==> config.mk <==
export PLATFORM = sky130hd
export DESIGN_NAME = ysyx_25030093_ifu_prefetch
export DESIGN_NICKNAME = d
export VERILOG_FILES = /design/src/rtl/ysyx_25030093_ifu_prefetch.sv
export SDC_FILE = /design/constraint.sdc
export NUM_CORES = 1
export LEC_CHECK = 0
export CORE_MARGIN = 3
export CORE_UTILIZATION = 50
export CTS_CLUSTER_SIZE = 28
export DETAILED_ROUTE_END_ITERATION = 12
export PLACE_DENSITY = 0.81
export RECOVER_POWER = 25
export REMOVE_ABC_BUFFERS = 1
export SETUP_SLACK_MARGIN = 0.15
export SYNTH_ARGS = -nofsm -noshare
export SYNTH_HDL_FRONTEND = slang
export SYNTH_SLANG_ARGS = --single-unit
==> constraint.sdc <==
create_clock -name clk -period 3.9 [get_ports clk]
set_input_delay 1.17 -clock clk [delete_from_list [all_inputs] [get_ports clk]]
set_output_delay 1.17 -clock clk [all_outputs]
set_load 0.02 [all_outputs]
==> src/rtl/ysyx_25030093_ifu_prefetch.sv <==
// Instruction prefetch unit: issues sequential word fetches, buffers in-order
// responses in a circular buffer and hands them to decode, with redirect flush.
module ysyx_25030093_ifu_prefetch #(
  parameter logic [31:0] RESET_PC = 32'h8000_0000,
  parameter int          DEPTH    = 4,
  parameter int          INST_W   = 32
) (
  input  logic              clk,
  input  logic              rst,
  input  logic              redirect_valid,
  input  logic [31:0]       redirect_pc,
  output logic              mem_req_valid,
  input  logic              mem_req_ready,
  output logic [31:0]       mem_req_addr,
  input  logic              mem_rsp_valid,
  input  logic [INST_W-1:0] mem_rsp_data,
  output logic              out_valid,
  input  logic              out_ready,
  output logic [INST_W-1:0] out_inst,
  output logic [31:0]       out_pc
);
  localparam int AW = $clog2(DEPTH);
  localparam int CW = AW + 1;
  localparam logic [CW:0] DEPTH_W = (CW+1)'(DEPTH);

  logic [31:0]       r_fetch_pc;
  logic [AW-1:0]     r_head;
  logic [AW-1:0]     r_tail;
  logic [AW-1:0]     r_fill_ptr;
  logic [CW-1:0]     r_count;
  logic [CW-1:0]     r_unfilled;
  logic [CW-1:0]     r_drop_cnt;
  logic [31:0]       r_pc   [DEPTH];
  logic [INST_W-1:0] r_inst [DEPTH];
  logic [DEPTH-1:0]  r_filled;

  logic [CW:0]       w_inflight;
  logic              w_req_fire;
  logic              w_fill;
  logic              w_drop;
  logic              w_out_fire;
  logic [DEPTH-1:0]  w_alloc_sel;
  logic [DEPTH-1:0]  w_fill_sel;
  logic [DEPTH-1:0]  w_free_sel;

  // Capacity counts both live entries and responses still owed to a flushed stream.
  assign w_inflight    = {1'b0, r_count} + {1'b0, r_drop_cnt};
  assign mem_req_valid = !rst && !redirect_valid && (w_inflight < DEPTH_W);
  assign mem_req_addr  = rst ? RESET_PC : r_fetch_pc;
  assign w_req_fire    = mem_req_valid && mem_req_ready;
  assign w_fill        = mem_rsp_valid && (r_drop_cnt == '0);
  assign w_drop        = mem_rsp_valid && (r_drop_cnt != '0);

  assign out_valid  = !rst && !redirect_valid && (r_count != '0) && r_filled[r_head];
  assign out_inst   = rst ? '0 : r_inst[r_head];
  assign out_pc     = rst ? '0 : r_pc[r_head];
  assign w_out_fire = out_valid && out_ready;

  generate
    for (genvar gi = 0; gi < DEPTH; gi++) begin : g_sel
      assign w_alloc_sel[gi] = w_req_fire && (r_tail == AW'(gi));
      assign w_fill_sel[gi]  = w_fill && (r_fill_ptr == AW'(gi));
      assign w_free_sel[gi]  = w_out_fire && (r_head == AW'(gi));
    end
  endgenerate

  always_ff @(posedge clk) begin
    if (rst) begin
      r_fetch_pc <= RESET_PC;
      r_head     <= '0;
      r_tail     <= '0;
      r_fill_ptr <= '0;
      r_count    <= '0;
      r_unfilled <= '0;
      r_drop_cnt <= '0;
    end else if (redirect_valid) begin
      r_fetch_pc <= {redirect_pc[31:2], 2'b00};
      r_head     <= '0;
      r_tail     <= '0;
      r_fill_ptr <= '0;
      r_count    <= '0;
      r_unfilled <= '0;
      // A response arriving now retires one of the owed/unfilled slots.
      r_drop_cnt <= r_drop_cnt + r_unfilled - CW'(mem_rsp_valid);
    end else begin
      if (w_req_fire) begin
        r_fetch_pc <= r_fetch_pc + 32'd4;
        r_tail     <= r_tail + 1'b1;
      end
      if (w_fill) r_fill_ptr <= r_fill_ptr + 1'b1;
      if (w_out_fire) r_head <= r_head + 1'b1;
      r_count    <= r_count + CW'(w_req_fire) - CW'(w_out_fire);
      r_unfilled <= r_unfilled + CW'(w_req_fire) - CW'(w_fill);
      r_drop_cnt <= r_drop_cnt - CW'(w_drop);
    end
  end

  always_ff @(posedge clk) begin
    if (rst || redirect_valid) r_filled <= '0;
    else                       r_filled <= (r_filled | w_fill_sel) & ~w_free_sel;
  end

  always_ff @(posedge clk) begin
    for (int i = 0; i < DEPTH; i++) begin
      if (w_alloc_sel[i]) r_pc[i] <= r_fetch_pc;
      if (w_fill_sel[i])  r_inst[i] <= mem_rsp_data;
    end
  end
endmodule

Word level (Yosys, flattened, before mapping)
Memories as Yosys holds them, arrays and structs flattened. A register that Yosys moved wholly into a read port is not among the register bits.
Cells that the tools add are included.
{"block": "totals", "ff_bits": 51, "mem_bits_rw": 256, "mem_count": 2, "output_inout_bits": 98}
{"memory": "r_inst", "depth": 4, "word_bits": 32, "rd": 1, "rd_clocked_by_memory_dff": 1, "write_ports": 1, "line": "34", "rtl": "logic [INST_W-1:0] r_inst [DEPTH];"}
{"memory": "r_pc", "depth": 4, "word_bits": 32, "rd": 1, "rd_clocked_by_memory_dff": 1, "write_ports": 1, "line": "33", "rtl": "logic [31:0] r_pc [DEPTH];"}
{"block": "op_classes", "reduce_logical": 37, "magnitude_cmp": 2, "n_eq_ne": 9, "addsub": 12, "mux": 46, "n_bitwise": 3}
{"op": "$mux 32", "count": 11}
{"op": "$reduce_or 32->1", "count": 6}
{"op": "$add 32x3->32 const B", "count": 1}
{"op": "$mux 1", "count": 23}
{"op": "$logic_and 1x1->1", "count": 20}
{"op": "$mux 2", "count": 10}
{"op": "$eq 2x2->1 const B", "count": 6}
{"op": "$sub 3x1->3", "count": 4}
{"op": "$add 2x1->2 const B", "count": 3}
{"op": "$add 3x1->3", "count": 2}
{"op": "$eq 2x1->1 const B", "count": 3}
{"op": "$logic_not 2->1", "count": 3}
{"op": "$reduce_bool 3->1", "count": 2}
{"op": "$add 3x3->4", "count": 1}
{"op": "$and 4x4->4", "count": 1}
{"op": "$lt 4x3->1 const B", "count": 1}
{"op": "$not 4->4", "count": 1}
{"op": "$or 4x4->4", "count": 1}
{"op": "$add 3x3->3", "count": 1}
{"op": "$logic_not 3->1", "count": 1}
{"op": "$lt 2x3->1 const B", "count": 1}
{"op": "$mux 3", "count": 1}
{"op": "$bmux 1 s2", "count": 1}
{"op": "$logic_not 1->1", "count": 2}
{"op": "other kinds (3)", "count": 3}

Longest topological paths before layout
Gate-level depths: netlist of run 1.
{"block": "depth", "depth_word": 11, "depth_mapped": 12, "depth_no_buf": 11}

Worst setup path after synthesis of run 1
Ideal clock, no wire load.
{"block": "synth_path", "kind": "in2out", "startpoint": "in redirect_valid", "endpoint": "out mem_req_valid", "n_path_buf": 2, "arrival_ns": 2.247, "path_stages": 5, "path_slack_ns": 0.483, "path_cell_list": "clkbuf_1 -> inv_1 -> nand2_1 -> clkbuf_1 -> nor3_1"}
{"block": "synth_via", "elab_chain_cells": 3}
{"item": "from (decl)", "line": "10", "rtl": "input logic redirect_valid,"}
{"item": "$logic_not 1->1", "line": "48", "rtl": "assign mem_req_valid = !rst && !redirect_valid && (w_inflight < DEPTH_W);"}
{"item": "$logic_and 1x1->1 (2 in a row)", "line": "48"}
{"item": "to (decl)", "line": "12", "rtl": "output logic mem_req_valid,"}
Every way passes these cells.

Worst setup path in the final report of run 1
Ends and elaborated chain as after synthesis.

==> results.md, run 1 <==
| Metric | Reported |
|:---|:---|
| Run status | complete, no violations |
| Worst-case headroom to the max-slew limit | 44.2% |
| Fraction of post-synthesis cell area in the top cell type by area | 58.8% |
| Inst Count DP | 1267 |
| Root Buffer Master | sky130_fd_sc_hd__clkbuf_16 |
| Leading register cell type out of synthesis | sky130_fd_sc_hd__edfxtp_1 |
| Fraction of the yosys area taken by sequential cells | 66.8% |
| Global-route wire length before repair | 43.5 mm |
| Slew at the pin with the worst max-slew slack | 0.834 ns |
| Estimated wirelength of the detail-placed design | 18.3 mm |
| Setup repair after global routing missed its margin | true |
| Post-Layout Inst Area | 15800 sq um |
| Sequence of cells on the critical path | clkdlybuf4s50_1, inv_1, nand2_1, nor3_2, clkdlybuf4s15_1 |
| CTS Buffer Depth | 3 |
| Antenna violations before repair | 0 |
| Worst Setup Start Kind | input pin |
| Total cell area at the placement stage | 14800 sq um |
| Core area | 24600 sq um |
| Quantity of I/O buffers inserted on ports | 161 |
| Library cell with the largest summed area after synthesis | sky130_fd_sc_hd__edfxtp_1 |
| Post-synthesis average cell area | 15.9 sq um |
| Cell type of the slowest stage on the worst timing path | sky130_fd_sc_hd__clkdlybuf4s50_1 |
| Power per unit of standard cell area | 460 nW/um^2 |
| Antenna Cells | 0 |
| Pin count of the biggest net entering global routing | 63 |
| Number of top-level pins | 168 |
| Library cell with the highest instance count after synthesis | sky130_fd_sc_hd__edfxtp_1 |
| First DRT Iteration DRCs | 637 |
| Total power | 7.25 mW |
| Summed instance area of the synthesized netlist | 12700 sq um |
| Arrival time of data at the critical path endpoint | 2.52 ns |
| Overall die width | 165 microns |
| Post-synthesis async set-or-reset flop share | 0% |
| Via count of the first global-routing pass | 7685 |
| DR DRC count | 0 |
| GR Overflow Total | 0 |
| Setup skew after layout | 0.00619 ns |
| Post-route insts no fill | 1323 |
| Peak clock frequency supported by timing | 271 MHz |
| Buffering stage count on the worst path with inverters included | 3 |
| Final Worst Setup Slack | 0.211 ns |
| CTS Buf Count | 29 |
| Ratio of final minimum period to clock period | 94.6% |
| HP Class | reg -> reg |
| Post-Route WL | 28.3 mm |
| Starting Density | 51.5% |
| Number of sinks handled by clock tree synthesis | 299 |
| # rows | 57 |
| Antenna Nets Post-Route | 0 |
| Crit-path max cell delay | 0.54 ns |
| Number of failing hold endpoints at the final stage | 0 |
| Die Outline Area | 27300 sq um |
| Wire length per cell | 21.4 microns |
| Warning count from the yosys run | 0 |
| Detailed Routing Iterations Pass 1 | 5 |
| Proportion of layout cells with a drive suffix above 1 | 17.0% |
| Clock slew at the register clock pins of the worst setup and hold paths | 0.06 ns |
| Global placement routability congestion | 0.813 |
| Clock network latency to the later pin of the worst-skew pair | 0.54 ns |
| Combined global-route utilization of all metal layers | 20.9% |
| Maximum fanout along the worst path | 5 |
| Max-cap violation count | 0 |
| Synthesized netlist cell count | 795 |
| Crit. End Element | primary output |
| FF+latch count, synth | 299 |
| Count of cell types in the netlist | 63 |
| Area added between synthesis and finish | 24.4% |
| Static Leak | 5.32 nW |
| Min cycle time layout | 3.69 ns |
| Slew Limit Fails | 0 |
| CTS tree | yes |
| Type of the worst setup path | in -> out |
| Pre-CTS setup slack | -0.151 ns |
| Required time of the critical path | 2.73 ns |
| Cell types with the largest area share after synthesis | sky130_fd_sc_hd__edfxtp_1 59%, sky130_fd_sc_hd__mux4_2 11%, sky130_fd_sc_hd__dfxtp_1 8.1% |
| # nets final | 1073 |
| Largest delay share family, worst path | buffers and inverters |
| Number of enable flip-flop cells after synthesis | 248 |
| Most frequent cells after synthesis | 248 x sky130_fd_sc_hd__edfxtp_1, 71 x sky130_fd_sc_hd__and2_1, 63 x sky130_fd_sc_hd__mux4_2 |
| H-tree level count | 1 |
| Via-per-instance ratio | 5.65 |
| Die Ht | 165 microns |
| Setup violation total in the final timing report | 0 |
| Vias | 7479 |
| Maximum vdd drop | 0.000321 V |
[sequential cells by signal, summed over array words and instances, names as in the netlist, named ones only]
signal and cells:
r_tail 2, r_head 2, r_filled 4, r_pc 120
r_unfilled 3, r_count 3, r_drop_cnt 3, r_fill_ptr 2
r_fetch_pc 30, r_inst 128
[power breakdown]
part / leakage (nW) / switching (mW) / total, mW / internal [mW]
combinational: 2.17 / 0.440 / 0.843 / 0.403
clock: 0.464 / 1.12 / 2.69 / 1.57
sequential: 2.69 / 0.0935 / 3.72 / 3.62
total: 5.32 / 1.65 / 7.25 / 5.59
[per-layer routing]
metal  track usage [%]  routed length, microns  vias to the layer above
met3              3.52                    2170                       42
li1                  -                       -                     3389
met1              28.3                   11700                     3744
met5                 0                       0                        -
met2              35.9                   13900                      304
met4              4.42                     547                        0
[layout make-up]
| type | count | area, sq um |
|---|---|---|
| fill | 1718 | 8830 |
| clock inverter | 11 | 86.3 |
| multi-input combinational | 427 | 3920 |
| tap | 324 | 405 |
| sequential | 299 | 8470 |
| inverter | 26 | 97.6 |
| timing repair buffer | 193 | 1940 |
| clock buffer | 43 | 848 |
[through the flow]
| stage | hold slack [ns] | util (%) | TNS [ns] |
|---|---|---|---|
| after floorplan | 0.469 | - | -49.01 |
| after CTS | 0.507 | 64.0 | 0 |
| final | 0.504 | 64.1 | 0 |
| after detailed placement | 0.499 | 60.2 | -0.250 |
| after global placement | 0.488 | 60.2 | -0.266 |
| after global routing | 0.523 | 64.1 | 0 |
[worst paths after layout]
path / startpoint / slack [ns] / depth (start not counted) / end
max reg2reg: r_count[2]$_SDFF_PP0_ / 1.16 / 11 / r_count[2]$_SDFF_PP0_
min: r_filled[1]$_SDFF_PP0_ / 0.50 / 2 / r_filled[1]$_SDFF_PP0_
max: redirect_valid / 0.21 / 5 / mem_req_valid
min reg2reg: r_filled[1]$_SDFF_PP0_ / 0.50 / 2 / r_filled[1]$_SDFF_PP0_
[tightest hold or removal path, cell delays in order, from the launching register on]
cell and delay, ns:
sky130_fd_sc_hd__dfxtp_1 0.31, sky130_fd_sc_hd__nor2_1 0.10, sky130_fd_sc_hd__a211oi_1 0.05
[logic make-up after synthesis]
logic type / synth area share [%]
xor+xnor: 1.31
fa+ha+maj: 2.84
compound gates: 3.78
buf+inv: 2.44
mux: 11.7
flops: 66.8
simple gates: 11.1
other cells: 0.0296
[layout by cell type (no fill, tap or decap), types with 4 or more instances in the layout]
master                            count
sky130_fd_sc_hd__xor2_1               4
sky130_fd_sc_hd__nand3_1              8
sky130_fd_sc_hd__dfxtp_1             49
sky130_fd_sc_hd__clkbuf_1             7
sky130_fd_sc_hd__xnor2_1             15
sky130_fd_sc_hd__mux4_2              63
sky130_fd_sc_hd__buf_4               24
sky130_fd_sc_hd__clkbuf_8             7
sky130_fd_sc_hd__nor3_1               7
sky130_fd_sc_hd__edfxtp_1           248
sky130_fd_sc_hd__nand2_1             28
sky130_fd_sc_hd__buf_12               7
sky130_fd_sc_hd__and3_2               5
sky130_fd_sc_hd__clkdlybuf4s50_1    146
sky130_fd_sc_hd__nor2b_1             27
sky130_fd_sc_hd__clkbuf_16           29
sky130_fd_sc_hd__a211oi_1            10
sky130_fd_sc_hd__a31oi_1              6
sky130_fd_sc_hd__ha_1                24
sky130_fd_sc_hd__mux2i_1              6
sky130_fd_sc_hd__nand4_1             16
sky130_fd_sc_hd__o211ai_1             4
sky130_fd_sc_hd__o21ai_0              7
sky130_fd_sc_hd__and3_1               7
sky130_fd_sc_hd__and2_1              71
sky130_fd_sc_hd__inv_1               24
sky130_fd_sc_hd__dlygate4sd3_1       11
sky130_fd_sc_hd__conb_1               4
sky130_fd_sc_hd__a21oi_1             24
sky130_fd_sc_hd__clkinv_2             6
sky130_fd_sc_hd__nor2_1              42
[timing repair]
action                                  in CTS  in global routing
resized for setup                            2                  5
setup buffers                                2                  0
hold buffers                                 0                  0
endpoints found under the setup margin      50                  9
No activity file was read; power rests on OpenSTA's default activity.
==> run 2: changes to the inputs <==
- CORE_ASPECT_RATIO: default -> 0.8
==> results.md, run 2 (synthesized netlist as in run 1, its figures left out) <==
| Metric | Reported | Change |
|:---|:---|:---|
| Run status | complete, no violations |  |
| Area added between synthesis and finish | 24.8% |  |
| Type of the worst setup path | in -> out |  |
| Quantity of I/O buffers inserted on ports | 161 | unchanged |
| DR DRC count | 0 | unchanged |
| Setup violation total in the final timing report | 0 | unchanged |
| Crit-path max cell delay | 0.62 ns | +0.08 ns |
| GR Overflow Total | 0 | unchanged |
| CTS tree | yes |  |
| Number of setup buffers added after CTS | 0 | -2 |
| Cell type of the slowest stage on the worst timing path | sky130_fd_sc_hd__clkdlybuf4s50_1 |  |
| Crit. End Element | primary output |  |
| Global placement routability congestion | 0.795 | -2.2% |
| Maximum vdd drop | 0.000409 V | +28% |
| Worst Setup Start Kind | input pin |  |
| Setup repair after global routing missed its margin | false |  |
| Post-route insts no fill | 1324 | +0.076% |
| Required time of the critical path | 2.73 ns | about the same |
| Slew at the pin with the worst max-slew slack | 0.858 ns | +0.0236 ns |
| Vias | 7462 | -0.23% |
| Maximum fanout along the worst path | 45 | +40 |
| Leading cell types in the layout, fill and taps excluded | 248 x sky130_fd_sc_hd__edfxtp_1, 148 x sky130_fd_sc_hd__clkdlybuf4s50_1, 71 x sky130_fd_sc_hd__and2_1 |  |
| Share of the core filled with cells in the final layout | 64.2% | +0.14 points |
| Root Buffer Master | sky130_fd_sc_hd__clkbuf_16 |  |
| Most flops, register | r_inst |  |
| Min cycle time layout | 3.69 ns | +0.00426 ns |
| Number of failing hold endpoints at the final stage | 0 | unchanged |
| Via-per-instance ratio | 5.64 | -0.30% |
| Worst-case headroom to the max-slew limit | 42.6% | -1.6 points |
| Total power | 7.42 mW | +2.4% |
| Max-cap violation count | 0 | unchanged |
| Detailed Routing Iterations Pass 1 | 5 | unchanged |
| Number of top-level pins | 168 | unchanged |
| Worst-case hold slack | 0.496 ns | -0.00725 ns |
| Die Ht | 148 microns | -10% |
| Number of flip-flops in the largest register | 128 | unchanged |
| Clock network latency to the later pin of the worst-skew pair | 0.54 ns | about the same |
| Global routing usage on met1 | 30.0% | +1.7 points |
| Pin count of the biggest net entering global routing | 46 | -27% |
| Ratio of final minimum period to clock period | 94.7% | +0.11 points |
| Busiest metal layer after global routing | met2 |  |
| First DRT Iteration DRCs | 586 | -8.0% |
| Wire length per cell | 20.8 microns | -2.7% |
| Power per unit of standard cell area | 469 nW/um^2 | +2.1% |
| Peak clock frequency supported by timing | 271 MHz | -0.12% |
| Clock slew at the register clock pins of the worst setup and hold paths | 0.07 ns | about the same |
| Inst Count DP | 1267 | unchanged |
| Antenna violations before repair | 1 | +1 |
| Met3 GRT Util | 2.81% | -0.71 points |
| Sequence of cells on the critical path | buf_2, inv_2, buf_12, and2_1, clkdlybuf4s50_1 |  |
| Combined global-route utilization of all metal layers | 20.2% | -0.66 points |
| Setup Total Neg Slack | 0 ns | unchanged |
| Slew Limit Fails | 0 | unchanged |
| HP Class | reg -> reg |  |
| Post-Route WL | 27.6 mm | -2.7% |
| Setup skew after layout | 0.0180 ns | +0.0118 ns |
| Antenna Nets Post-Route | 0 | unchanged |
| Number of sinks handled by clock tree synthesis | 299 | unchanged |
| Die Outline Area | 27300 sq um | about the same |
| Most frequent standard cell in the layout excluding fill and tap cells | sky130_fd_sc_hd__edfxtp_1 |  |
| M2 GR Usage | 32.2% | -3.7 points |
| CTS Buffer Depth | 3 | unchanged |
| R2r setup slk | 1.17 ns | about the same |
| Largest regs | r_inst: 128 flops, r_pc: 120 flops, r_fetch_pc: 30 flops |  |
| Core area | 24600 sq um | +0.11% |
| Via count of the first global-routing pass | 7542 | -1.9% |
| # rows | 51 | -11% |
| Global-route wire length before repair | 43.0 mm | -1.1% |
| Overall die width | 184 microns | +11% |
| Arrival time of data at the critical path endpoint | 2.52 ns | about the same |
| CTS Buf Count | 30 | +3.4% |
| Estimated wirelength of the detail-placed design | 18.1 mm | -1.3% |
| # nets final | 1078 | +0.47% |
| Starting Density | 51.5% | -0.055 points |
| Static Leak | 5.33 nW | +0.27% |
| Proportion of layout cells with a drive suffix above 1 | 17.0% | about the same |
| H-tree level count | 1 | unchanged |
## run 2: layout make-up
type | count | area, sq um
fillers | 1750 | 8810
flip-flops and latches | 299 | 8470
multi-input cells | 427 | 3920
repair buffers | 197 | 1930
clock buffers | 42 | 847
well taps | 318 | 398
clock inverters | 14 | 156
inverters | 26 | 97.6
diodes | 1 | 2.50
## run 2: critical path: cells and delay by family
family	cells	cell delay, ns
and+or+nand+nor	1	0.18
buffers and inverters	4	1.14
## run 2: path summary, 6_finish.rpt
| check | to | start | depth (start not counted) |
|---|---|---|---|
| worst max-delay path | out_inst[5] | rst | 5 |
| worst min-delay path | r_tail[1]$_SDFFE_PP0P_ | r_tail[1]$_SDFFE_PP0P_ | 2 |
| worst max register to register | r_count[2]$_SDFF_PP0_ | r_count[2]$_SDFF_PP0_ | 11 |
| worst min register to register | r_tail[1]$_SDFFE_PP0P_ | r_tail[1]$_SDFFE_PP0P_ | 2 |
## run 2: stage by stage
stage | cell area (sq um) | setup slack [ns]
6_report | 15800 | 0.206
5_1_grt | 15800 | 0.151
4_1_cts | 15800 | 0.155
3_5_place_dp | 14800 | -0.203
3_3_place_gp | 14800 | -0.232
2_1_floorplan | 12500 | -0.791
## run 2: power breakdown
group | switching, mW | total [mW] | leakage, nW | internal (mW)
sequential | 0.0906 | 3.71 | 2.69 | 3.62
clock | 1.16 | 2.87 | 0.485 | 1.71
combinational | 0.436 | 0.839 | 2.16 | 0.403
total | 1.68 | 7.42 | 5.33 | 5.74
## run 2: timing repair
action                     in CTS  in global routing
hold buffers                    0                  0
setup endpoints to repair       2                  1
resized for setup               3                  2
cloned                          0                  0
## run 2: per-layer routing
metal | share of wire, % | vias up
met1 | 43 | 3750
met2 | 49 | 262
met3 | 6.2 | 37
met4 | 2.0 | 0
li1 | - | 3413
met5 | 0 | -
==> run 3: changes to the inputs <==
- CORE_UTILIZATION: 50 -> 55
- PLACE_DENSITY: 0.81 -> 0.87
==> results.md, run 3 (synthesized netlist as in run 1, its figures left out) <==
| Metric | Reported | Change |
|:---|:---|:---|
| Post-Route WL | 28.8 mm | +4.5% |
| Worst hold path cell count | 2 | unchanged |
| CTS Buf Count | 29 | -3.3% |
| Run status | complete, no violations |  |
| Worst-case hold slack | 0.507 ns | +0.0102 ns |
| Arrival time of data at the critical path endpoint | 2.56 ns | +0.04 ns |
| Largest delay share family, worst path | buffers and inverters |  |
| Required time of the critical path | 2.73 ns | about the same |
| Pin count of the biggest net entering global routing | 65 | +41% |
| Fraction of power consumed by sequential logic | 49.9% | about the same |
| Net switching power | 1.68 mW | about the same |
| First DRT Iteration DRCs | 740 | +26% |
| Setup violation total in the final timing report | 0 | unchanged |
| Worst-case headroom to the max-slew limit | 46.1% | +3.5 points |
| Buffering stage count on the worst path with inverters included | 4 | unchanged |
| Root Buffer Master | sky130_fd_sc_hd__clkbuf_16 |  |
| Ratio of final minimum period to clock period | 95.7% | +0.99 points |
| DR DRC count | 0 | unchanged |
| Area added between synthesis and finish | 24.7% | about the same |
| Portion of total power attributed to combinational logic | 11.5% | +0.2 points |
| Number of sinks handled by clock tree synthesis | 299 | unchanged |
| Clock slew at the register clock pins of the worst setup and hold paths | 0.06 ns | about the same |
| Quantity of I/O buffers inserted on ports | 161 | unchanged |
| Pre-CTS setup slack | 0.0375 ns | +0.240 ns |
| Overall die width | 176 microns | -4.5% |
| Total of hold buffers inserted after clock tree synthesis | 0 | unchanged |
| Setup repair after global routing missed its margin | true |  |
| Maximum fanout along the worst path | 32 | -29% |
| # rows | 49 | -3.9% |
| Static Leak | 5.38 nW | +0.98% |
| Fillcell total | 1464 | -16% |
| # nets final | 1074 | -0.37% |
| Cell-internal power | 5.77 mW | +0.49% |
| Global placement routability congestion | 0.792 | -0.44% |
| Fraction of power consumed by the clock network | 38.7% | about the same |
| Max-cap violation count | 0 | unchanged |
| Total power | 7.45 mW | +0.36% |
| Leading cell types in the layout, fill and taps excluded | 248 x sky130_fd_sc_hd__edfxtp_1, 139 x sky130_fd_sc_hd__clkdlybuf4s50_1, 71 x sky130_fd_sc_hd__and2_1 |  |
| Largest regs | r_inst: 128 flops, r_pc: 120 flops, r_fetch_pc: 30 flops |  |
| Die Outline Area | 24900 sq um | -8.8% |
| Final Worst Setup Slack | 0.168 ns | -0.0386 ns |
| Vias | 7623 | +2.2% |
| CTS tree | yes |  |
| HP Class | reg -> reg |  |
| Antenna Nets Post-Route | 0 | unchanged |
| Setup skew after layout | 0.0153 ns | -0.00268 ns |
| Antenna violations before repair | 2 | +1 |
| Die Ht | 142 microns | -4.5% |
| Switching power share of the total | 22.6% | -0.10 points |
| Wire length per cell | 22.0 microns | +5.7% |
| GR Overflow Total | 0 | unchanged |
| Crit. End Element | primary output |  |
| Worst Setup Start Kind | input pin |  |
| Via count of the first global-routing pass | 7703 | +2.1% |
| Clock network latency to the later pin of the worst-skew pair | 0.54 ns | about the same |
| Estimated wirelength of the detail-placed design | 18.0 mm | -0.33% |
| Via-per-instance ratio | 5.83 | +3.4% |
| Number of flip-flops in the largest register | 128 | unchanged |
| Proportion of layout cells with a drive suffix above 1 | 17.1% | +0.085 points |
| Crit-path max cell delay | 0.62 ns | about the same |
| Detailed Routing Iterations Pass 1 | 5 | unchanged |
| Worst Reg-to-Reg Cells | 11 | unchanged |
| Maximum vdd drop | 0.000375 V | -8.2% |
| Global-route wire length before repair | 43.7 mm | +1.7% |
| Sequence of cells on the critical path | buf_2, inv_2, clkbuf_16, and2_1, clkdlybuf4s50_1 |  |
| Starting Density | 56.2% | +4.7 points |
| Slew Limit Fails | 0 | unchanged |
| H-tree level count | 1 | unchanged |
| Number of failing hold endpoints at the final stage | 0 | unchanged |
| Slew at the pin with the worst max-slew slack | 0.805 ns | -0.0527 ns |
| CTS Buffer Depth | 3 | unchanged |
| Peak clock frequency supported by timing | 268 MHz | -1.0% |
| Most flops, register | r_inst |  |
| R2r setup slk | 1.14 ns | -0.03 ns |
| Number of stages on the worst setup path | 5 | unchanged |
| Min cycle time layout | 3.73 ns | +0.0386 ns |
| Power per unit of standard cell area | 471 nW/um^2 | +0.46% |
| Number of top-level pins | 168 | unchanged |
| Core area | 22600 sq um | -8.4% |
| Cell type of the slowest stage on the worst timing path | sky130_fd_sc_hd__clkdlybuf4s50_1 |  |
| Combined global-route utilization of all metal layers | 22.6% | +2.4 points |
| Type of the worst setup path | in -> out |  |
| Most frequent standard cell in the layout excluding fill and tap cells | sky130_fd_sc_hd__edfxtp_1 |  |
==> run 3: cell count changes in the layout (fill, tap and decap cells not counted), moves of 3 or more <==
| cell | before | now |
|---|---|---|
| sky130_fd_sc_hd__clkdlybuf4s50_1 | 148 | 139 |
| sky130_fd_sc_hd__clkinv_1 | 4 | 7 |
| sky130_fd_sc_hd__dlymetal6s2s_1 | 0 | 3 |
| sky130_fd_sc_hd__dlygate4sd3_1 | 10 | 13 |
| sky130_fd_sc_hd__clkbuf_1 | 9 | 3 |
==> run 3: through the flow <==
| stage | std cells | instance area (sq um) | TNS [ns] | util, % |
|---|---|---|---|---|
| after CTS | 1305 | 15800 | 0 | 69.9 |
| after detailed placement | 1249 | 14800 | 0 | 65.4 |
| after floorplan | 752 | 12500 | -49.01 | - |
| after global placement | 1249 | 14800 | 0 | 65.4 |
| after global routing | 1308 | 15800 | 0 | 70.1 |
| final | 1308 | 15800 | 0 | 70.1 |
==> run 3: final timing paths <==
check                         startpoint                      to
setup / recovery                     rst              out_pc[31]
hold / removal    r_filled[1]$_SDFF_PP0_  r_filled[1]$_SDFF_PP0_
setup reg to reg   r_count[2]$_SDFF_PP0_   r_count[2]$_SDFF_PP0_
hold reg to reg   r_filled[1]$_SDFF_PP0_  r_filled[1]$_SDFF_PP0_
==> run 3: final cells by class <==
| type | instances | area, sq um | share of cell area (%) |
|---|---|---|---|
| clock inverter | 20 | 223 | 1.41 |
| sequential | 299 | 8470 | 53.6 |
| tap | 306 | 383 | 2.42 |
| clock buffer | 34 | 774 | 4.90 |
| inverter | 26 | 97.6 | 0.617 |
| multi-input combinational | 427 | 3910 | 24.8 |
| timing repair buffer | 194 | 1940 | 12.3 |
| antenna | 2 | 5.00 | 0.0317 |
==> run 3: power groups by stage <==
stage	Sequential, mW	Combinational [mW]	Clock, mW
after floorplan	3.75	0.471	0
after global placement	3.77	0.818	0
after detailed placement	3.78	0.845	0
after CTS	3.71	0.859	2.92
after global routing	3.73	0.920	3.05
final	3.71	0.853	2.88
==> run 3: what timing repair did <==
| item | in CTS | in global routing |
|---|---|---|
| resized for setup | 1 | 5 |
| setup buffers | 2 | 0 |
| endpoints found under the setup margin | 52 | 18 |
| gates cloned | 0 | 1 |
==> run 3: layer usage <==
layer | part of all wire, % | track usage (%) | vias to the layer above
met5 | 0 | 0 | -
met4 | 2.5 | 6.29 | 0
met3 | 6.1 | 4.57 | 58
met2 | 49 | 36.9 | 294
met1 | 42 | 31.5 | 3876
li1 | - | - | 3395
==> run 3: worst min-delay path, cell delays in order, from the launching register on <==
cell and delay, ns:
sky130_fd_sc_hd__dfxtp_1 0.31, sky130_fd_sc_hd__nor2_1 0.10, sky130_fd_sc_hd__a211oi_1 0.05
